## config.mk

```make
export PLATFORM = sky130hd
export DESIGN_NAME = seq_divider_16_by_8
export DESIGN_NICKNAME = d
export VERILOG_FILES = /design/src/rtl/seq_divider_pkg.sv /design/src/rtl/seq_divider_16_by_8_div_step.sv /design/src/rtl/seq_divider_16_by_8.sv
export SDC_FILE = /design/constraint.sdc
export NUM_CORES = 1
export LEC_CHECK = 0
export CAP_MARGIN = 20
export CORE_MARGIN = 10
export CORE_UTILIZATION = 60
export DETAILED_ROUTE_END_ITERATION = 16
export DONT_BUFFER_PORTS = 1
export PLACE_DENSITY_LB_ADDON = 0.15
export SLEW_MARGIN = 10
export SYNTH_ARGS = -nofsm -noshare
export SYNTH_HDL_FRONTEND = slang
export SYNTH_SLANG_ARGS = --single-unit
```

## constraint.sdc

```tcl
create_clock -name clk -period 4.6 [get_ports clk]
set_input_delay 0.92 -clock clk [delete_from_list [all_inputs] [get_ports clk]]
set_output_delay 0.92 -clock clk [all_outputs]
set_load 0.005 [all_outputs]
```

## src/rtl/seq_divider_pkg.sv

```systemverilog
// Shared types and default widths for the sequential 16-by-8 divider.
package seq_divider_pkg;

  // Controller states: waiting for operands, iterating, holding a result.
  typedef enum logic [1:0] {
    IDLE = 2'd0,
    RUN  = 2'd1,
    DONE = 2'd2
  } state_e;

  localparam int DEF_DIVIDEND_W = 16;
  localparam int DEF_DIVISOR_W  = 8;

  // The iteration counter must hold the value DIVIDEND_W itself.
  function automatic int cnt_width(input int dividend_w);
    return $clog2(dividend_w + 1);
  endfunction

  localparam int CNT_W = cnt_width(DEF_DIVIDEND_W);

endpackage

```

## src/rtl/seq_divider_16_by_8_div_step.sv

```systemverilog
// One restoring-division step: shift in the next dividend bit, try to
// subtract the divisor, keep the difference when it does not borrow.
module div_step
  import seq_divider_pkg::*;
#(
  parameter int DIVISOR_W = DEF_DIVISOR_W
) (
  input  logic [DIVISOR_W:0]   rem_in,
  input  logic                 bit_in,
  input  logic [DIVISOR_W-1:0] divisor,
  output logic [DIVISOR_W:0]   rem_out,
  output logic                 q_bit
);

  logic [DIVISOR_W:0]   shifted;
  logic [DIVISOR_W+1:0] trial;

  // Trial subtract one bit wider than the remainder so the MSB is the borrow.
  // NOTE: every always_comb output gets a value on every path; a missing
  // assignment would infer a latch.
  always_comb begin
    shifted = {rem_in[DIVISOR_W-1:0], bit_in};
    trial   = {1'b0, shifted} - {2'b00, divisor};
    // A set MSB on the incoming remainder means the shifted value already
    // exceeds any divisor, so the subtract must succeed.
    q_bit   = rem_in[DIVISOR_W] | ~trial[DIVISOR_W+1];
    rem_out = q_bit ? trial[DIVISOR_W:0] : shifted;
  end

endmodule

```

## src/rtl/seq_divider_16_by_8.sv

```systemverilog
// Iterative restoring divider, one quotient bit per clock, with valid/ready
// handshakes on both sides and a single operation in flight.
// DIVISOR_W must not exceed DIVIDEND_W.
module seq_divider_16_by_8
  import seq_divider_pkg::*;
#(
  parameter int DIVIDEND_W = DEF_DIVIDEND_W,
  parameter int DIVISOR_W  = DEF_DIVISOR_W
) (
  input  logic                  clk,
  input  logic                  rst_n,
  input  logic                  in_valid,
  output logic                  in_ready,
  input  logic [DIVIDEND_W-1:0] dividend,
  input  logic [DIVISOR_W-1:0]  divisor,
  output logic                  out_valid,
  input  logic                  out_ready,
  output logic [DIVIDEND_W-1:0] quotient,
  output logic [DIVISOR_W-1:0]  remainder,
  output logic                  div_by_zero
);

  localparam int CW = cnt_width(DIVIDEND_W);

  state_e                state_q, state_d;
  logic [DIVISOR_W:0]    rem_q, rem_d;         // partial remainder
  logic [DIVIDEND_W-1:0] shreg_q, shreg_d;     // dividend bits out, quotient bits in
  logic [DIVISOR_W-1:0]  dvsr_q, dvsr_d;
  logic [CW-1:0]         cnt_q, cnt_d;
  logic [DIVIDEND_W-1:0] quotient_q, quotient_d;
  logic [DIVISOR_W-1:0]  remainder_q, remainder_d;
  logic                  dbz_q, dbz_d;

  logic [DIVISOR_W:0]    step_rem;
  logic                  step_q;

  div_step #(.DIVISOR_W(DIVISOR_W)) u_step (
    .rem_in  (rem_q),
    .bit_in  (shreg_q[DIVIDEND_W-1]),
    .divisor (dvsr_q),
    .rem_out (step_rem),
    .q_bit   (step_q)
  );

  // Next-state and datapath update for the IDLE/RUN/DONE controller.
  always_comb begin
    state_d     = state_q;
    rem_d       = rem_q;
    shreg_d     = shreg_q;
    dvsr_d      = dvsr_q;
    cnt_d       = cnt_q;
    quotient_d  = quotient_q;
    remainder_d = remainder_q;
    dbz_d       = dbz_q;

    unique case (state_q)
      IDLE: begin
        if (in_valid) begin
          dvsr_d = divisor;
          if (divisor == '0) begin
            quotient_d  = '1;
            remainder_d = '0;
            dbz_d       = 1'b1;
            state_d     = DONE;
          end else begin
            rem_d   = '0;
            shreg_d = dividend;
            cnt_d   = CW'(DIVIDEND_W);
            state_d = RUN;
          end
        end
      end
      RUN: begin
        rem_d   = step_rem;
        shreg_d = {shreg_q[DIVIDEND_W-2:0], step_q};
        cnt_d   = cnt_q - CW'(1);
        if (cnt_q == CW'(1)) begin
          // Last step: publish quotient, remainder and flag on the same edge.
          quotient_d  = {shreg_q[DIVIDEND_W-2:0], step_q};
          remainder_d = step_rem[DIVISOR_W-1:0];
          dbz_d       = 1'b0;
          state_d     = DONE;
        end
      end
      DONE: begin
        if (out_ready) state_d = IDLE;
      end
      default: state_d = IDLE;
    endcase
  end

  // State and datapath registers; reset aborts any operation in flight.
  // NOTE: sequential state uses non-blocking assignments only, so every flop
  // samples the pre-edge values regardless of statement order.
  // NOTE: the working registers are reset too; they are few and small, and a
  // known value after reset keeps the visible outputs deterministic.
  always_ff @(posedge clk or negedge rst_n) begin
    if (!rst_n) begin
      state_q     <= IDLE;
      rem_q       <= '0;
      shreg_q     <= '0;
      dvsr_q      <= '0;
      cnt_q       <= '0;
      quotient_q  <= '0;
      remainder_q <= '0;
      dbz_q       <= 1'b0;
    end else begin
      state_q     <= state_d;
      rem_q       <= rem_d;
      shreg_q     <= shreg_d;
      dvsr_q      <= dvsr_d;
      cnt_q       <= cnt_d;
      quotient_q  <= quotient_d;
      remainder_q <= remainder_d;
      dbz_q       <= dbz_d;
    end
  end

  assign in_ready    = (state_q == IDLE);
  assign out_valid   = (state_q == DONE);
  assign quotient    = quotient_q;
  assign remainder   = remainder_q;
  assign div_by_zero = dbz_q;

endmodule
```

==> impl_metrics.ini, run 1 <==
[drt]
top_layer_used = met4
met3_wirelength_um = 498
post-route-drc-count = 0
via_count = 2650
firstDrtPassIters = 4
ant_nets = 0
drtIter0Drc = 148
wl_met2_mm = 3.80
drt-wirelength-per-cell_um = 17.6
vias_per_cell = 5.96
wl_mm = 7.81
wl_met1_mm = 3.41

[synthesis]
avgSynthCellArea_um2 = 8.93
synthSimpleGateAreaFrac_pct = 22.7
yosys.area.top_type = dfrtp_1
async_reset_ff_share_pct = 100
ys_ff_latch = 65
synth-edff-count = 0
synthAdderAreaFrac_pct = 4.38
synthXorXnorAreaFrac_pct = 0
yosys-top-cells-count = dfrtp_1, nand2_1, nor2_1, o21ai_0, nor3_1
synthFlopType = dfrtp_1
syn-num-nets = 410
synth_top_area_share_pct = 49.1
ys_types = 50
synth_top_family_by_area = simple AND/OR/NAND/NOR gates
synthTopCellsByArea = dfrtp_1, nand2_1, nor2_1
synth_compound_area_share_pct = 18.7
syn-cell-area_mm2 = 0.00331
ys_warn_count = 0
yosysMostFrequentCell = dfrtp_1
synthMuxAreaShare_pct = 0.340
synth_cells = 371
ys_seq_area_share_pct = 49.1

[cts]
cts_resized = 0
clock_latency_ps = 340
ctsHoldBuffers = 0
cts_root_buf = clkbuf_8
cts_sinks = 65
cts_tree = yes
clockBufferDepth = 2
cts_max_level = 3
cts_buffers = 9
cts.clk_slew.worst_paths_ps = 90
cts_setup_buffers = 0

[critical_path]
crit_fanout = 4
setup.worst_path.start_class = register
crit_path_end_kind = register
required_ps = 4780
crit_type = reg2reg
arrival_ps = 2880

[global_route]
grt_max_degree = 66
grt_overflow = 0
grt_pass1_vias = 2578
grt_antenna_before_repair = 0
gr-usage-all-layers_pct = 17.9
grt_pass1_wl_mm = 12.9

[floorplanning]
die_w_um = 94.3
rows = 27
ioPinCount = 55
start_util_pct = 60.9
core_mm2 = 0.00544
die_area_mm2 = 0.00890
dieHeight_um = 94.3

[power_and_ir_drop]
powerDensity_mw_per_mm2 = 884
p_leak_nw = 1.54
finalPower_mw = 3.15
ir_drop_mv = 0.469

[layout]
layoutNonFillerInstCount = 445
drive_gt1_share_pct = 9.38
fill_cells = 461
antenna_cells = 0
area_growth_pct = 7.32
fin_nets = 407

[timing]
max-slew-margin-rel_pct = 29.5
clock.fmax_mhz = 371
hold_viol_final = 0
fin_crit_sh_pct = 58.6
drv_slew = 0
worstMarginPinSlew_ps = 1060
final.min_clock_period_ps = 2700
setup_violations = 0
skew_ps = 13.6
hold_slack_ps = 264
rsz0062_at_grt = false
final.setup.tns_ps = 0

[run]
cap_violations = 0

[status]
status = finished, final reports clean

[worst_hold_path]
hp-class = in2async

[placement]
hpwl_mm = 5.43
io_buffers = 0
placedCellCount = 429
gp_congestion = 0.868
layer usage:
layer,track usage [%],vias to the layer above
li1,-,1306
met1,23.5,1269
met2,28.6,66
met3,3.92,9
met4,6.20,0
met5,0,-
logic make-up (layout without fill, tap and decap cells):
logic type,count (synthesis),count (layout)
muxes,1,1
buffers and inverters,37,39
DFF,65,65
adders and majority gates,11,11
and+or+nand+nor,167,167
AOI/OAI and AO/OA,90,90
state kept, by name, indices dropped and copies added, names as in the netlist:
register / count
cnt_q: 5
div_by_zero: 1
dvsr_q: 8
quotient: 16
rem_q: 9
remainder: 8
shreg_q: 16
state_q: 2
final timing paths:
path / cells after the start / start / slack [ps] / endpoint
min in group clk: 1 / cnt_q[3]$_DFFE_PN0P_ / 520 / cnt_q[3]$_DFFE_PN0P_
min reg2reg: 1 / cnt_q[3]$_DFFE_PN0P_ / 520 / cnt_q[3]$_DFFE_PN0P_
max reg2reg: 7 / dvsr_q[0]$_DFFE_PN0P_ / 1900 / rem_q[6]$_DFFE_PN0P_
max: 7 / dvsr_q[0]$_DFFE_PN0P_ / 1900 / rem_q[6]$_DFFE_PN0P_
max in group asynchronous: 0 / rst_n / 4200 / shreg_q[5]$_DFFE_PN0P_
min: 0 / rst_n / 260 / shreg_q[9]$_DFFE_PN0P_
final cells by class:
| type | count | area [um^2] | area share [%] |
|---|---|---|---|
| flip-flops and latches | 65 | 1630 | 45.7 |
| multi-input cells | 269 | 1530 | 43.0 |
| clock buffers | 9 | 124 | 3.48 |
| well taps | 72 | 90.1 | 2.53 |
| clock inverters | 7 | 77.6 | 2.18 |
| inverters | 17 | 63.8 | 1.79 |
| repair buffers | 6 | 45.0 | 1.27 |
worst max-delay path: stages (launching register included):
cell,delay [ps]
dfrtp_1,400
ha_1,230
fa_1,390
nor2b_1,230
o211ai_1,180
nor4b_1,190
a2111oi_0,760
o211ai_1,160
report_power, final:
| group | switching, mW | internal, mW |
|---|---|---|
| registers | 0.232 | 0.865 |
| logic | 0.937 | 0.611 |
| clock network | 0.245 | 0.255 |
placed cells by master, fill, tap and decap left out, types with 2 or more instances in the layout:
cell / synthesis / final
or3_1: 5 / 5
a211oi_1: 3 / 3
nor3_1: 19 / 19
a32o_1: 2 / 2
nand2_1: 58 / 58
a31o_2: 3 / 3
dfrtp_1: 65 / 65
a32oi_1: 2 / 2
inv_1: 17 / 17
buf_4: 1 / 6
nor2b_1: 4 / 4
inv_6: 0 / 2
or2_2: 2 / 2
a21oi_1: 8 / 8
nand3_1: 4 / 4
clkbuf_8: 0 / 9
ha_1: 10 / 10
o21ai_1: 3 / 3
o41ai_1: 3 / 3
o21ai_0: 21 / 21
a21o_1: 5 / 5
o31ai_1: 2 / 2
clkinv_4: 0 / 2
nand4_1: 5 / 5
nor2_1: 56 / 55
nor4b_1: 3 / 3
o211ai_1: 8 / 8
a31oi_2: 2 / 2
a31oi_1: 17 / 17
o21a_1: 3 / 3
or4_1: 2 / 2
metrics by stage:
stage	worst slack, ps	utilization, %	instance area, um^2
floorplan	2300	-	3310
detailed placement	1900	61.7	3360
CTS	1900	65.4	3560
finish	1900	65.4	3560
global route	1760	65.4	3560
global placement	1960	61.7	3360
Power figures use the tool's default switching activity.
==> run 2: changes to the inputs <==
--- a/config.mk
+++ b/config.mk
@@ -5,6 +5,7 @@
 export SDC_FILE = /design/constraint.sdc
 export NUM_CORES = 1
 export LEC_CHECK = 0
+export ABC_AREA = 1
 export CAP_MARGIN = 20
 export CORE_MARGIN = 10
 export CORE_UTILIZATION = 60
==> constraint.sdc (replaced) <==
create_clock -name clk -period 2.8 [get_ports clk]
set_input_delay 0.56 -clock clk [delete_from_list [all_inputs] [get_ports clk]]
set_output_delay 0.56 -clock clk [all_outputs]
set_load 0.005 [all_outputs]
==> run 2 against run 1 <==
  * Sequential power up 52%
  * Area after synthesis rose by 1.4%
  * Combinational power is 57% higher
  * Clock power is 55% higher
  * Core utilization increased by 0.35 points
  * Register-to-register slack worse by 1200 ps
  * Critical path depth grew 3
  * Global-route usage decreased by 0.87 points
  * First-iteration DRC count grew 30%
  * Cell count is 14% higher
  * Flip-flop and latch count unchanged
  * Largest power group unchanged
  * Worst hold slack lost 180 ps
==> impl_metrics.ini, run 2 <==
[status]
status = finished, final reports clean

[layout]
stdcell_area_mm2 = 0.00360
multiInputGateArea_mm2 = 0.00141
fill_cells = 497
area_growth_pct = 7.07
layoutNonFillerInstCount = 506
final_core_util_pct = 65.8
seqCellArea_mm2 = 0.00163
layout_common_cells = nand2_1, dfrtp_1, inv_1, o21ai_0, nand3_1
antenna_cells = 0
layout_commonest_cell = nand2_1
fin_nets = 468
drive_gt1_share_pct = 5.99

[synthesis]
synth_top_area_share_pct = 48.4
synthMuxAreaShare_pct = 0
synthFlopType = dfrtp_1
ys_seq_area_share_pct = 48.4
synthXorXnorAreaFrac_pct = 1.56
async_reset_ff_share_pct = 100
synthAdderAreaFrac_pct = 4.32
yosys-top-cells-count = nand2_1, dfrtp_1, inv_1, o21ai_0, nand3_1
yosys.area.top_type = dfrtp_1
synth_cells = 430
synthTopCellsByArea = dfrtp_1, nand2_1, inv_1
ys_warn_count = 0
synth_compound_area_share_pct = 9.94
synth-edff-count = 0
avgSynthCellArea_um2 = 7.82
yosysMostFrequentCell = nand2_1
synth_top_family_by_area = simple AND/OR/NAND/NOR gates
synthSimpleGateAreaFrac_pct = 26.2
syn-num-nets = 469
ys_types = 31
ys_ff_latch = 65
syn-cell-area_mm2 = 0.00336

[timing]
max-slew-margin-rel_pct = 62.4
final.setup.tns_ps = 0
hold_viol_final = 0
rsz0062_at_grt = false
hold_slack_ps = 89.3
worstMarginPinSlew_ps = 564
setup_violations = 0
clock.fmax_mhz = 487
setup_ws_ps = 746
skew_ps = 14.2
fin_crit_sh_pct = 73.4
final.min_clock_period_ps = 2050
drv_slew = 0

[power_and_ir_drop]
p_leak_nw = 1.94
ir_drop_mv = 0.848
powerDensity_mw_per_mm2 = 1360
finalPower_mw = 4.89

[cts]
clock_latency_ps = 350
cts_sinks = 65
cts_root_buf = clkbuf_8
cts_buffers = 9
cts_max_level = 3
cts_tree = yes
clockBufferDepth = 2
cts_setup_buffers = 0
cts_resized = 0
cts.clk_slew.worst_paths_ps = 80

[global_route]
gr-usage-all-layers_pct = 17.1
grt_pass1_vias = 2577
grt_overflow = 0
grt_antenna_before_repair = 0
grt_max_degree = 66
grt_pass1_wl_mm = 12.3

[drt]
via_count = 2687
wl_mm = 7.41
post-route-drc-count = 0
vias_per_cell = 5.31
firstDrtPassIters = 4
drt-wirelength-per-cell_um = 14.6
ant_nets = 0
drtIter0Drc = 192

[floorplanning]
die_w_um = 94.8
die_area_mm2 = 0.00899
start_util_pct = 61.4
dieHeight_um = 94.8
core_mm2 = 0.00547
ioPinCount = 55
rows = 27

[critical_path]
crit_path_end_kind = register
crit_fanout = 8
required_ps = 3050
setup.worst_path.start_class = register
arrival_ps = 2300
crit_type = reg2reg

[placement]
hpwl_mm = 5.25
placedCellCount = 489
io_buffers = 0
dp_slack_ps = 702
gp_congestion = 0.856
place_area_mm2 = 0.00338

[run]
cap_violations = 0

[worst_hold_path]
hp-class = in2async
run 2: cell count changes in the layout (fill, tap and decap cells not counted), sizes merged, moves of 7 or more:
| cell | before | now |
|---|---|---|
| a31oi | 19 | 1 |
| nor2 | 56 | 12 |
| nand2 | 58 | 167 |
| inv | 19 | 63 |
| nor3 | 20 | 1 |
| nand4 | 5 | 13 |
| o211ai | 8 | 15 |
| o21ai | 24 | 31 |
| nand3 | 4 | 19 |
run 2: metal layers:
layer | wire [um] | track usage, % | share of wire (%) | vias up
met5 | 0 | 0 | 0 | -
met2 | 3520 | 26.5 | 48 | 54
met1 | 3220 | 21.0 | 43 | 1262
met3 | 528 | 6.50 | 7.1 | 16
met4 | 142 | 6.73 | 1.9 | 0
li1 | - | - | - | 1355
run 2: worst paths after layout:
kind	start	to	slack, ps	depth (start not counted)
worst min register to register	cnt_q[4]$_DFFE_PN0P_	cnt_q[4]$_DFFE_PN0P_	480	2
worst max register to register	rem_q[5]$_DFFE_PN0P_	rem_q[0]$_DFFE_PN0P_	750	10
min in group clk	out_ready	state_q[1]$_DFFE_PN0P_	300	1
max in group asynchronous	rst_n	cnt_q[1]$_DFFE_PN0P_	2450	1
worst min-delay path	rst_n	quotient[6]$_DFFE_PN0P_	90	1
worst max-delay path	rem_q[5]$_DFFE_PN0P_	rem_q[0]$_DFFE_PN0P_	750	10
run 2: layout make-up:
type	instances	share of cell area, %
clock buffer	11	3.65
clock inverter	5	1.56
inverter	64	6.68
multi-input combinational	286	39.2
sequential	65	45.2
tap	72	2.50
timing repair buffer	3	1.18
run 2: where the power goes:
part | internal, mW | switching (mW)
registers | 1.38 | 0.286
logic | 0.815 | 1.63
clock network | 0.410 | 0.365
run 2: cell families (layout without fill, tap and decap cells):
group | after synthesis | in the layout
and+or+nand+nor | 212 | 212
adders and majority gates | 11 | 11
DFF | 65 | 65
AOI/OAI and AO/OA | 57 | 57
xor gates and xnor gates | 6 | 6
buffers and inverters | 79 | 83
run 2: timing repair:
action | CTS | global route
setup endpoints to repair | 0 | 0
endpoints found under the hold margin | 65 | 0
hold buffers | 1 | 0
run 2: critical path, cell delays in order, from the launching register on:
cell	delay (ps)
dfrtp_1	430
ha_1	370
nand2_1	80
nand2_1	70
nand2_1	60
nand2_1	70
a21oi_1	460
nand4_1	160
nand2_1	120
nand2_1	50
o21ai_0	90
==> run 3: changes to the inputs <==
--- a/config.mk
+++ b/config.mk
@@ -8,7 +8,7 @@
 export ABC_AREA = 1
 export CAP_MARGIN = 20
 export CORE_MARGIN = 10
-export CORE_UTILIZATION = 60
+export CORE_UTILIZATION = 57
 export DETAILED_ROUTE_END_ITERATION = 16
 export DONT_BUFFER_PORTS = 1
 export PLACE_DENSITY_LB_ADDON = 0.15
==> constraint.sdc (replaced) <==
create_clock -name clk -period 1.65 [get_ports clk]
set_input_delay 0.33 -clock clk [delete_from_list [all_inputs] [get_ports clk]]
set_output_delay 0.33 -clock clk [all_outputs]
set_load 0.005 [all_outputs]
==> run 3 against run 2 <==
  * The flow now finishes with violations (negative hold slack, negative setup slack)
  * Register-to-register slack got worse by 830 ps
  * Global-route usage grew 0.78 points
  * Worst setup slack lost 830 ps
  * Worst hold slack got worse by 410 ps
  * Fmax is 18% higher
  * Sequential power is 72% higher
  * Clock-buffer cell count stayed put
  * Critical endpoint is now rem_q[8]$_DFFE_PN0P_
  * Largest cell class is now multi-input combinational cells
  * Highest routed layer unchanged
==> impl_metrics.ini, run 3 (synthesis gave the netlist of run 2 again) <==
[floorplanning]
rows = 27
ioPinCount = 55
start_util_pct = 59.9
die_w_um = 96.8
core_mm2 = 0.00561
dieHeight_um = 96.8
die_area_mm2 = 0.00937

[cts]
cts_root_buf = clkbuf_8
cts_buffers = 9
clock_latency_ps = 340
cts_max_level = 3
cts_sinks = 65
cts.clk_slew.worst_paths_ps = 70
clockBufferDepth = 2
cts_tree = yes

[drt]
via_count = 3023
drtIter0Drc = 158
vias_per_cell = 5.54
ant_nets = 0
post-route-drc-count = 0
firstDrtPassIters = 5
wl_mm = 9.06
drt-wirelength-per-cell_um = 16.6

[critical_path]
path_cells = inv_2 -> ha_4 -> fa_2 -> inv_2 -> nand2_1 -> nand3_2 -> nand2_2 -> nand2_2 -> xor2_1 -> o21ai_1
crit_fanout = 2
crit_family = adder cells
crit_slowest_cell = dfrtp_1
cpPeakStageDelay_ps = 370
arrival_ps = 1960
required_ps = 1870
setup.worst_path.start_class = register
crit_path_end_kind = register
worst-path-buf-inv = 2
crit_type = reg2reg

[timing]
hold_slack_ps = -325
skew_ps = 8.44
clock.fmax_mhz = 575
setup_ws_ps = -88.2
rsz0062_at_grt = true
final.setup.tns_ps = -864
fin_crit_sh_pct = 105
drv_slew = 0
hold_viol_final = 65
setup_violations = 18
final.min_clock_period_ps = 1740
max-slew-margin-rel_pct = 73.5
worstMarginPinSlew_ps = 394

[power_and_ir_drop]
p_leak_nw = 2.17
powerDensity_mw_per_mm2 = 2520
ir_drop_mv = 1.59

[status]
violations = negative hold slack, negative setup slack
status = finished with violations

[global_route]
grt_max_degree = 66
grt_overflow = 0
gr-usage-all-layers_pct = 17.8
grt_antenna_before_repair = 0
grt_pass1_wl_mm = 13.9
grt_pass1_vias = 2858

[run]
cap_violations = 0

[placement]
gp_congestion = 0.910
dp_slack_ps = -102
io_buffers = 0
place_area_mm2 = 0.00362
hpwl_mm = 5.71

[layout]
layout_common_cells = nand2_1, dfrtp_1, inv_1, buf_4, o21ai_0
drive_gt1_share_pct = 26.2
antenna_cells = 0
layout_commonest_cell = nand2_1
stdcell_area_mm2 = 0.00422
area_growth_pct = 25.7
fin_nets = 508
final_core_util_pct = 75.3

[worst_hold_path]
hp-class = in2async
run 3: metrics by stage:
step / cells / power, mW
after floorplan: 430 / 6.19
after global placement: 519 / 7.46
after detailed placement: 519 / 7.63
after CTS: 540 / 9.82
after global routing: 546 / 11.5
final: 546 / 10.6
run 3: layer usage:
layer	track usage, %	up-vias	wire length (um)
li1	-	1441	-
met1	19.8	1433	3480
met2	30.3	115	4520
met3	7.24	34	779
met4	5.64	0	272
met5	0	-	0
run 3: worst register-to-register path, delay by kind of cell, from the launching register on:
kind	cells	cell delay [ps]
AND/OR/NAND/NOR	4	290
XOR/XNOR	1	190
flip-flops	1	370
buffers and inverters	2	130
adder cells (fa/ha/maj)	2	530
AO/OA/AOI/OAI	1	110
run 3: path summary, 6_finish.rpt:
kind | startpoint | end | slack, ps | depth (start not counted)
min in group clk | out_ready | state_q[1]$_DFFE_PN0P_ | 60 | 1
min | rst_n | div_by_zero$_DFFE_PN0P_ | -320 | 0
max | shreg_q[15]$_DFFE_PN0P_ | rem_q[8]$_DFFE_PN0P_ | -90 | 10
max reg2reg | shreg_q[15]$_DFFE_PN0P_ | rem_q[8]$_DFFE_PN0P_ | -90 | 10
max in group asynchronous | rst_n | cnt_q[1]$_DFFE_PN0P_ | 1850 | 0
min reg2reg | cnt_q[4]$_DFFE_PN0P_ | cnt_q[4]$_DFFE_PN0P_ | 480 | 2
run 3: area by class of cell:
cell class                      instances  area (um^2)
Multi-Input combinational cell        287         1690
Sequential cell                        65         1630
Fill cell                             390         1380
Timing Repair Buffer                   42          338
Inverter                               64          248
Clock buffer                           11          131
Clock inverter                          5          104
Tap cell                               72         90.1
run 3: what timing repair did:
action                                 in CTS  in global routing
setup endpoints to repair                  19                 43
cloned                                      1                  0
resized for setup                          32                 44
pin swaps                                  11                 25
endpoints found under the hold margin      65                 65
setup buffers                               4                  6
run 3: where the power goes:
part           switching [mW]  internal [mW]  total, mW
clock                   0.619           1.01       1.62
sequential              0.530           2.35       2.88
combinational            3.67           2.46       6.13
total                    4.82           5.81       10.6
